### config.mk
export PLATFORM = sky130hd
export DESIGN_NAME = ps2_mouse_packet_decoder
export DESIGN_NICKNAME = d
export VERILOG_FILES = /design/src/rtl/ps2_pkg.sv /design/src/rtl/mouse_cursor_accum.sv /design/src/rtl/ps2_mouse_packet_decoder.sv
export SDC_FILE = /design/constraint.sdc
export NUM_CORES = 1
export LEC_CHECK = 0
export ABC_AREA = 1
export CAP_MARGIN = 10
export CORE_ASPECT_RATIO = 1.5
export CORE_MARGIN = 5
export CORE_UTILIZATION = 54
export CTS_CLUSTER_SIZE = 8
export DETAILED_ROUTE_END_ITERATION = 8
export PLACE_DENSITY = 0.8
export SLEW_MARGIN = 20
export SYNTH_ARGS = -nofsm -noshare
export SYNTH_HDL_FRONTEND = slang
export SYNTH_SLANG_ARGS = --single-unit
### constraint.sdc
create_clock -name clk -period 2.5 [get_ports clk]
set_input_delay 0.5 -clock clk [delete_from_list [all_inputs] [get_ports clk]]
set_output_delay 0.5 -clock clk [all_outputs]
set_load 0.005 [all_outputs]
### src/rtl/ps2_pkg.sv
// rtl/ps2_pkg.sv - shared state encoding, byte0 field positions and defaults for the PS/2 packet decoder
package ps2_pkg;

  typedef enum logic [1:0] {
    ST_WAIT_INIT = 2'd0,
    ST_BYTE0     = 2'd1,
    ST_BYTE1     = 2'd2,
    ST_BYTE2     = 2'd3
  } ps2_state_t;

  localparam int PS2_B0_LEFT   = 0;
  localparam int PS2_B0_RIGHT  = 1;
  localparam int PS2_B0_MIDDLE = 2;
  localparam int PS2_B0_SYNC   = 3;
  localparam int PS2_B0_XSIGN  = 4;
  localparam int PS2_B0_YSIGN  = 5;
  localparam int PS2_B0_XOVF   = 6;
  localparam int PS2_B0_YOVF   = 7;

  localparam int PS2_TIMEOUT_DEFAULT = 54000;

  // 9-bit packet delta widened so that its negation (-(-256)) still fits
  function automatic logic signed [9:0] ps2_sext_delta(input logic [8:0] d);
    return $signed({d[8], d});
  endfunction

endpackage

### src/rtl/mouse_cursor_accum.sv
// rtl/mouse_cursor_accum.sv - one cursor axis: sign-extend, add and clamp a delta into a saturating position
module mouse_cursor_accum #(
  parameter int COORD_W  = 10,
  parameter int MAX_POS  = 639,
  parameter int INIT_POS = 320,
  parameter int DELTA_W  = 10
) (
  input  logic                      clk,
  input  logic                      rst_n,
  input  logic                      update,
  input  logic                      ovf,
  input  logic signed [DELTA_W-1:0] delta,
  output logic [COORD_W-1:0]        pos
);

  localparam int SUM_W = COORD_W + 2;
  localparam logic signed [SUM_W-1:0] MAX_S = SUM_W'(MAX_POS);

  logic signed [SUM_W-1:0] sum;

  always_comb begin
    sum = $signed({2'b00, pos}) + $signed({{(SUM_W-DELTA_W){delta[DELTA_W-1]}}, delta});
  end

  // an overflowed axis contributes nothing, so the position simply holds
  always_ff @(posedge clk) begin
    if (!rst_n) begin
      pos <= COORD_W'(INIT_POS);
    end else if (update && !ovf) begin
      if (sum < 0)
        pos <= '0;
      else if (sum > MAX_S)
        pos <= MAX_S[COORD_W-1:0];
      else
        pos <= sum[COORD_W-1:0];
    end
  end

endmodule

### src/rtl/ps2_mouse_packet_decoder.sv
// rtl/ps2_mouse_packet_decoder.sv - frames 3-byte PS/2 mouse packets, decodes fields, drives a saturating cursor
// Optional inter-byte timeout abort: PS2_PKT_TIMEOUT_EN
module ps2_mouse_packet_decoder
  import ps2_pkg::*;
#(
  parameter int SCREEN_W       = 640,
  parameter int SCREEN_H       = 480,
  parameter int X_INIT         = 320,
  parameter int Y_INIT         = 240,
  parameter int COORD_W        = 10,
  parameter int TIMEOUT_CYCLES = PS2_TIMEOUT_DEFAULT
) (
  input  logic               clk,
  input  logic               rst_n,
  input  logic               init_done,
  input  logic [7:0]         rx_data,
  input  logic               rx_data_valid,
  output logic               pkt_valid,
  output logic               btn_left,
  output logic               btn_right,
  output logic               btn_middle,
  output logic [8:0]         dx,
  output logic [8:0]         dy,
  output logic               x_ovf,
  output logic               y_ovf,
  output logic [COORD_W-1:0] cursor_x,
  output logic [COORD_W-1:0] cursor_y,
  output logic               sync_error
);

  ps2_state_t state;

  logic [2:0] b0_btn;
  logic       b0_xsign;
  logic       b0_ysign;
  logic       b0_xovf;
  logic       b0_yovf;
  logic [7:0] b1;

  logic              decode;
  logic              timeout;
  logic [8:0]        dx_next;
  logic [8:0]        dy_next;
  logic signed [9:0] dx_acc;
  logic signed [9:0] dy_acc;

  assign decode  = init_done && (state == ST_BYTE2) && rx_data_valid;
  assign dx_next = {b0_xsign, b1};
  assign dy_next = {b0_ysign, rx_data};
  assign dx_acc  = ps2_sext_delta(dx_next);
  // screen y grows downward while mouse dy is positive-up
  assign dy_acc  = -ps2_sext_delta(dy_next);

`ifdef PS2_PKT_TIMEOUT_EN
  localparam int CNT_W = $clog2(TIMEOUT_CYCLES + 1);
  logic [CNT_W-1:0] idle_cnt;

  assign timeout = init_done && (state == ST_BYTE1 || state == ST_BYTE2) &&
                   !rx_data_valid && (idle_cnt == CNT_W'(TIMEOUT_CYCLES));

  always_ff @(posedge clk) begin
    if (!rst_n || !init_done || rx_data_valid || timeout ||
        !(state == ST_BYTE1 || state == ST_BYTE2))
      idle_cnt <= '0;
    else
      idle_cnt <= idle_cnt + 1'b1;
  end
`else
  logic unused_timeout_cfg;
  assign timeout            = 1'b0;
  assign unused_timeout_cfg = (TIMEOUT_CYCLES == 0);
`endif

  always_ff @(posedge clk) begin
    if (!rst_n) begin
      state      <= ST_WAIT_INIT;
      pkt_valid  <= 1'b0;
      sync_error <= 1'b0;
      btn_left   <= 1'b0;
      btn_right  <= 1'b0;
      btn_middle <= 1'b0;
      dx         <= '0;
      dy         <= '0;
      x_ovf      <= 1'b0;
      y_ovf      <= 1'b0;
      b0_btn     <= '0;
      b0_xsign   <= 1'b0;
      b0_ysign   <= 1'b0;
      b0_xovf    <= 1'b0;
      b0_yovf    <= 1'b0;
      b1         <= '0;
    end else begin
      pkt_valid  <= 1'b0;
      sync_error <= 1'b0;
      if (!init_done) begin
        state <= ST_WAIT_INIT;
      end else begin
        case (state)
          // the strobe in the first init_done cycle is the controller's ack
          ST_WAIT_INIT: state <= ST_BYTE0;
          ST_BYTE0: begin
            if (rx_data_valid) begin
              if (rx_data[PS2_B0_SYNC]) begin
                b0_btn   <= {rx_data[PS2_B0_MIDDLE], rx_data[PS2_B0_RIGHT], rx_data[PS2_B0_LEFT]};
                b0_xsign <= rx_data[PS2_B0_XSIGN];
                b0_ysign <= rx_data[PS2_B0_YSIGN];
                b0_xovf  <= rx_data[PS2_B0_XOVF];
                b0_yovf  <= rx_data[PS2_B0_YOVF];
                state    <= ST_BYTE1;
              end else begin
                sync_error <= 1'b1;
              end
            end
          end
          ST_BYTE1: begin
            if (timeout) begin
              sync_error <= 1'b1;
              state      <= ST_BYTE0;
            end else if (rx_data_valid) begin
              b1    <= rx_data;
              state <= ST_BYTE2;
            end
          end
          ST_BYTE2: begin
            if (timeout) begin
              sync_error <= 1'b1;
              state      <= ST_BYTE0;
            end else if (rx_data_valid) begin
              pkt_valid  <= 1'b1;
              btn_left   <= b0_btn[0];
              btn_right  <= b0_btn[1];
              btn_middle <= b0_btn[2];
              x_ovf      <= b0_xovf;
              y_ovf      <= b0_yovf;
              dx         <= dx_next;
              dy         <= dy_next;
              state      <= ST_BYTE0;
            end
          end
          default: state <= ST_WAIT_INIT;
        endcase
      end
    end
  end

  mouse_cursor_accum #(
    .COORD_W (COORD_W),
    .MAX_POS (SCREEN_W - 1),
    .INIT_POS(X_INIT),
    .DELTA_W (10)
  ) u_accum_x (
    .clk   (clk),
    .rst_n (rst_n),
    .update(decode),
    .ovf   (b0_xovf),
    .delta (dx_acc),
    .pos   (cursor_x)
  );

  mouse_cursor_accum #(
    .COORD_W (COORD_W),
    .MAX_POS (SCREEN_H - 1),
    .INIT_POS(Y_INIT),
    .DELTA_W (10)
  ) u_accum_y (
    .clk   (clk),
    .rst_n (rst_n),
    .update(decode),
    .ovf   (b0_yovf),
    .delta (dy_acc),
    .pos   (cursor_y)
  );

endmodule

==> results of run 1 <==
[layer usage]
layer	GRT usage, %	share of wire, %
met1	25.9	38
met2	47.9	53
met3	3.82	4.4
met4	17.0	4.0
met5	0	0
[Yosys cell counts, types with 3 or more instances]
master	number	area (sq um)
nand2_1	125	469
inv_1	78	293
dfxtp_1	62	1240
a21oi_1	49	245
o21ai_0	41	205
nand3_1	33	165
ha_1	25	313
nor2_1	24	90.1
clkbuf_1	10	37.5
nand4_1	7	43.8
nand2_2	6	37.5
xnor2_1	5	43.8
inv_2	4	15.0
nor2_4	4	45.0
nand2_4	3	33.8
nor3_1	3	15.0
o21bai_1	3	22.5
xor2_1	3	26.3
[final timing paths]
path | to | startpoint | slack, ns | cells past startpoint
max | u_accum_y.pos[8]$_SDFFE_PN0P_ | rx_data[4] | 0.19 | 17
min | y_ovf$_SDFFE_PN0P_ | y_ovf$_SDFFE_PN0P_ | 0.47 | 1
max reg2reg | u_accum_x.pos[0]$_SDFFE_PN0P_ | u_accum_x.pos[0]$_SDFFE_PN0P_ | 0.22 | 15
min reg2reg | y_ovf$_SDFFE_PN0P_ | y_ovf$_SDFFE_PN0P_ | 0.47 | 1
[registers in the layout (all words and copies together), names as in the netlist, 2 cells and up]
name           count
state              2
dx                 9
b1                 8
u_accum_y.pos     10
dy                 9
b0_btn             3
u_accum_x.pos     10
[cell type report]
type	instances	share of cell area, %
clock inverters	5	1.27
multi-input cells	354	43.7
flip-flops and latches	62	26.9
clock buffers	11	3.06
inverters	82	6.66
repair buffers	82	16.4
well taps	76	2.06
[repair_timing]
item,4_1_cts,5_1_grt
endpoints found under the setup margin,0,14
gates resized for setup,0,2
setup buffers,0,0
[power by group]
group / leakage (nW) / switching, mW / internal [mW]
Combinational: 1.66 / 0.152 / 0.109
Sequential: 0.501 / 0.00831 / 0.998
Clock: 0.0955 / 0.422 / 0.487
Total: 2.25 / 0.583 / 1.59
[cell families (layout without fill, tap and decap cells)]
family                   Yosys count  in the layout  share of synthesized area, %
AO/OA/AOI/OAI                    105            105                          15.9
XOR/XNOR                           8              8                          1.94
adder cells (fa/ha/maj)           27             27                          9.79
buffers and inverters             93            180                          9.72
flip-flops                        62             62                          34.4
AND/OR/NAND/NOR                  214            214                          28.2
[per-stage QoR]
step | hold WS (ns) | std cells | cell area, sq um
global route | 0.493 | 672 | 4620
detailed placement | 0.454 | 656 | 4410
finish | 0.467 | 672 | 4620
CTS | 0.469 | 672 | 4610
floorplan | 0.448 | 509 | 3600
global placement | 0.450 | 656 | 4410
==> reports/metrics.cfg, run 1 <==
[run_status]
status=completed

[critical_path]
endpoint_kind=flip-flop
path_common_cell=nand2_1
critPathTopFamily=simple AND/OR/NAND/NOR gates
cp.required_ns=2.75
cp_cell_sequence=clkdlybuf4s50_1, inv_1, ha_1, nand2_1, nand2_1, nand2_1, nand2_1, nand2_1, nand3_1, nand2_1, nand2_1, nand2_1, nand3_2, nand2_4, nand2_1, nand2_1, nand2_1
worst_ep_arrival_time_ns=2.56
critPathMaxFanout=7
slowest_delay_ns=0.52
slowest_stage=clkdlybuf4s50_1
worstSetupStartpointType=primary input
cp_num_buf_inv=2
crit_type=in -> reg

[global_routing]
grt_pass1_vias=3722
grt_pass1_wl_mm=16.9
grtUsageTotal_pct=25.5
grt_max_degree=42
antenna_found_initial=0
overflow=0

[run]
cap_violations=0

[clock_tree]
cts-htree-levels=3
clkSinkCount=62
cts_root_buf=clkbuf_8
cts.clk_slew.worst_paths_ns=0.06
cts_tree=done
clk_latency_ns=0.37
cts_buffers=9
ctsHoldBuffers=0
clockBufferDepth=2

[synthesis]
synth-main-ff-cell=dfxtp_1
syn_nets=548
synth-seq-cells=62
synth-edff-count=0
yosysSeqAreaShare_pct=34.4
synthArstFlopShare_pct=0
synth_cell_type_count=34
synth_warnings=0
synth_area_sq_mm=0.00360
synth_area_per_cell_sq_um=7.08
syn_inst=509

[cells_and_area]
multi_input_area_sq_mm=0.00202
layout_commonest_cell=nand2_1
antenna_cells=0
utilization_pct=71.2
layout-drive-gt1-share_pct=12.1
area_delta_synth_final_pct=28.1
final_cell_mix=nand2_1 (125), inv_1 (78), dfxtp_1 (61)
final_net_count=630
seqCellArea_sq_mm=0.00124
nFillCells=568

[die]
die_y_um=110
start_util_pct=55.6
rows=36
ios=57
fp.coreArea_sq_mm=0.00649
die_x_um=76.7
dieArea_sq_mm=0.00844

[place]
gp_congestion=0.954
dpl.hpwl_mm=7.75
io_buffers=56
dp_slack_ns=-0.184

[pwr]
finalPower_mw=2.18
p_leak_nw=2.25
p_per_area_mw_per_mm2=471
max-vdd-ir-drop_uv=420

[timing]
final.setup.tns_ns=0
worstMarginPinSlew_ns=0.488
rsz0062_at_grt=no
max_freq_mhz=433
hold_viol_final=0
finalClockSkew_ns=0.0150
fin_crit_sh_pct=92.5
fin_crit_ns=2.31
relSlewSlack_pct=67.2
fin_ws_ns=0.188
finalSetupViolations=0
drv_slew=0

[drt]
viasPerCell=5.34
wire_per_inst_um=15.2
first_pass_iters=4
drc=0
vias=3587
totalWireLength_mm=10.2
first_iter_violations=234
ant_nets=0

[hold_path]
hp-class=reg -> reg

No activity file was read; power rests on OpenSTA's default activity.
==> run 2: changes to the inputs <==
--- a/config.mk
+++ b/config.mk
@@ -7,7 +7,7 @@
 export LEC_CHECK = 0
 export ABC_AREA = 1
 export CAP_MARGIN = 10
-export CORE_ASPECT_RATIO = 1.5
+export CORE_ASPECT_RATIO = 1.75
 export CORE_MARGIN = 5
 export CORE_UTILIZATION = 54
 export CTS_CLUSTER_SIZE = 8
==> reports/metrics.cfg, run 2 (synthesis gave the netlist of run 1 again) <==
[run_status]
status=completed

[pwr]
p_leak_nw=2.35  ; +4.4%
p_per_area_mw_per_mm2=525  ; +11%
seqPwrFrac_pct=39.5  ; -6.7 points
p_comb_share_pct=11.2  ; -0.8 points
p_sw_mw=0.609  ; +4.5%
finalPower_mw=2.56  ; +17%
clkPwrFrac_pct=49.3  ; +7.5 points
internal_power_mw=1.95  ; +22%
switching_share_pct=23.8  ; -2.9 points
max-vdd-ir-drop_uv=427  ; +1.8%

[timing]
fin_crit_sh_pct=94.8  ; +2.4 points
holdWs_ns=0.461  ; -0.00653 ns
finalClockSkew_ns=0.00601  ; -0.00902 ns
drv_slew=0  ; unchanged
hold_viol_final=0  ; unchanged
fin_crit_ns=2.37  ; +0.0589 ns
worstMarginPinSlew_ns=0.503  ; +0.0157 ns
relSlewSlack_pct=66.3  ; -0.89 points
finalSetupViolations=0  ; unchanged
max_freq_mhz=422  ; -2.5%

[place]
gp_congestion=0.946  ; -0.86%
dpl.hpwl_mm=8.04  ; +3.7%
place_area_sq_mm=0.00445  ; +0.85%
dp.cells=666  ; +1.5%
io_buffers=56  ; unchanged

[drt]
first_iter_violations=196  ; -16%
viasPerCell=5.46  ; +2.2%
first_pass_iters=5  ; +1
totalWireLength_mm=10.9  ; +7.5%
ant_nets=0  ; unchanged
vias=3732  ; +4.0%
wire_per_inst_um=16.0  ; +5.6%
drc=0  ; unchanged

[clock_tree]
clockBufferDepth=2  ; unchanged
cts_root_buf=clkbuf_16
cts_buffers=9  ; unchanged
clkSinkCount=62  ; unchanged
cts_tree=done
cts.clk_slew.worst_paths_ns=0.05  ; about the same
cts-htree-levels=3  ; unchanged
ctsHoldBuffers=0  ; unchanged
clk_latency_ns=0.33  ; -0.04 ns

[die]
die_y_um=118  ; +7.3%
dieArea_sq_mm=0.00847  ; +0.36%
rows=39  ; +8.3%
start_util_pct=55.1  ; -0.45 points
fp.coreArea_sq_mm=0.00654  ; +0.81%
ios=57  ; unchanged
die_x_um=71.8  ; -6.5%

[global_routing]
antenna_found_initial=0  ; unchanged
grtUsageTotal_pct=26.3  ; +0.78 points
grt_max_degree=42  ; unchanged
grt_pass1_wl_mm=17.4  ; +2.7%
grt_pass1_vias=3783  ; +1.6%
overflow=0  ; unchanged

[cells_and_area]
fin_cells=684  ; +1.8%
antenna_cells=0  ; unchanged
final_cell_mix=nand2_1 (122), inv_1 (77), dfxtp_1 (62)
area_delta_synth_final_pct=35.1
layout-drive-gt1-share_pct=14.8  ; +2.7 points
final_net_count=636  ; +0.95%
layout_commonest_cell=nand2_1
utilization_pct=74.5  ; +3.3 points
fin_area_sq_mm=0.00487  ; +5.4%
reg.largest.list=u_accum_x.pos: 10 flops, u_accum_y.pos: 10 flops

[critical_path]
worst_ep_arrival_time_ns=2.59  ; +0.03 ns
cp_cell_sequence=clkdlybuf4s50_1, inv_1, ha_1, nand2_1, nor2_1, nand3_1, nand3_1, nand3_1, nand2_1, nand3_2, buf_4, o21ai_1, nand2_1
reg2reg_slack_ns=0.19  ; -0.03 ns
worstSetupStartpointType=primary input
cp.required_ns=2.72  ; -0.03 ns
critPathTopFamily=simple AND/OR/NAND/NOR gates
slowest_delay_ns=0.49  ; -0.03 ns
critPathMaxFanout=5  ; -2
crit_type=in -> reg
endpoint_kind=flip-flop
slowest_stage=clkdlybuf4s50_1
cp_num_buf_inv=3  ; +1

[run]
cap_violations=0  ; unchanged

[hold_path]
hp-class=reg -> reg

==> run 2: cell count changes in the layout (fill, tap and decap cells not counted), moves of 3 or more <==
cell,before,now
nand2_2,5,8
clkbuf_8,10,2
clkbuf_16,0,9
ha_4,0,5
nand2_1,125,122
buf_4,26,31
ha_1,25,19
==> run 2: final timing paths <==
| kind | start | end | cells after the start |
|---|---|---|---|
| max | rx_data[7] | u_accum_y.pos[0]$_SDFFE_PN0P_ | 13 |
| min | y_ovf$_SDFFE_PN0P_ | y_ovf$_SDFFE_PN0P_ | 1 |
| max reg2reg | u_accum_x.pos[0]$_SDFFE_PN0P_ | u_accum_x.pos[6]$_SDFFE_PN1P_ | 15 |
| min reg2reg | y_ovf$_SDFFE_PN0P_ | y_ovf$_SDFFE_PN0P_ | 1 |
==> run 2: power groups by stage <==
stage / sequential (mW) / clock [mW] / combinational, mW
floorplan: 1.03 / 0 / 0.153
global placement: 1.03 / 0 / 0.256
detailed placement: 1.03 / 0 / 0.261
CTS: 1.01 / 1.27 / 0.264
global route: 1.01 / 1.32 / 0.320
finish: 1.01 / 1.26 / 0.288
==> run 2: metrics by stage <==
step / setup WS (ns) / TNS, ns
6_report: 0.130 / 0
5_1_grt: -0.0473 / -0.103
4_1_cts: 0.0338 / 0
3_5_place_dp: -0.261 / -1.95
3_3_place_gp: -0.201 / -1.45
2_1_floorplan: 0.444 / 0
==> run 2: per-layer routing <==
layer | global-route usage (%) | part of all wire (%) | vias up
met5 | 0 | 0 | -
met4 | 19.5 | 7.5 | 0
met3 | 5.73 | 3.9 | 57
met2 | 48.0 | 55 | 120
met1 | 24.3 | 33 | 1727
li1 | - | - | 1828
==> run 2: timing repair <==
item                                    in CTS  in global routing
endpoints found under the setup margin       0                 17
buffers inserted                             0                  1
gates resized for setup                      0                 17
==> run 2: cell type report <==
class / count / area [sq um]
Clock buffer: 13 / 260
Clock inverter: 3 / 42.5
Fill cell: 529 / 1670
Inverter: 82 / 308
Multi-Input combinational cell: 355 / 2120
Sequential cell: 62 / 1240
Tap cell: 82 / 103
Timing Repair Buffer: 87 / 796
==> run 2: worst reg2reg max path: cells and delay by family (launching register included) <==
| kind | cells | cell delay [ns] |
|---|---|---|
| adder cells (fa/ha/maj) | 2 | 0.59 |
| buffers and inverters | 2 | 0.18 |
| flip-flops | 1 | 0.36 |
| AND/OR/NAND/NOR | 11 | 1.08 |
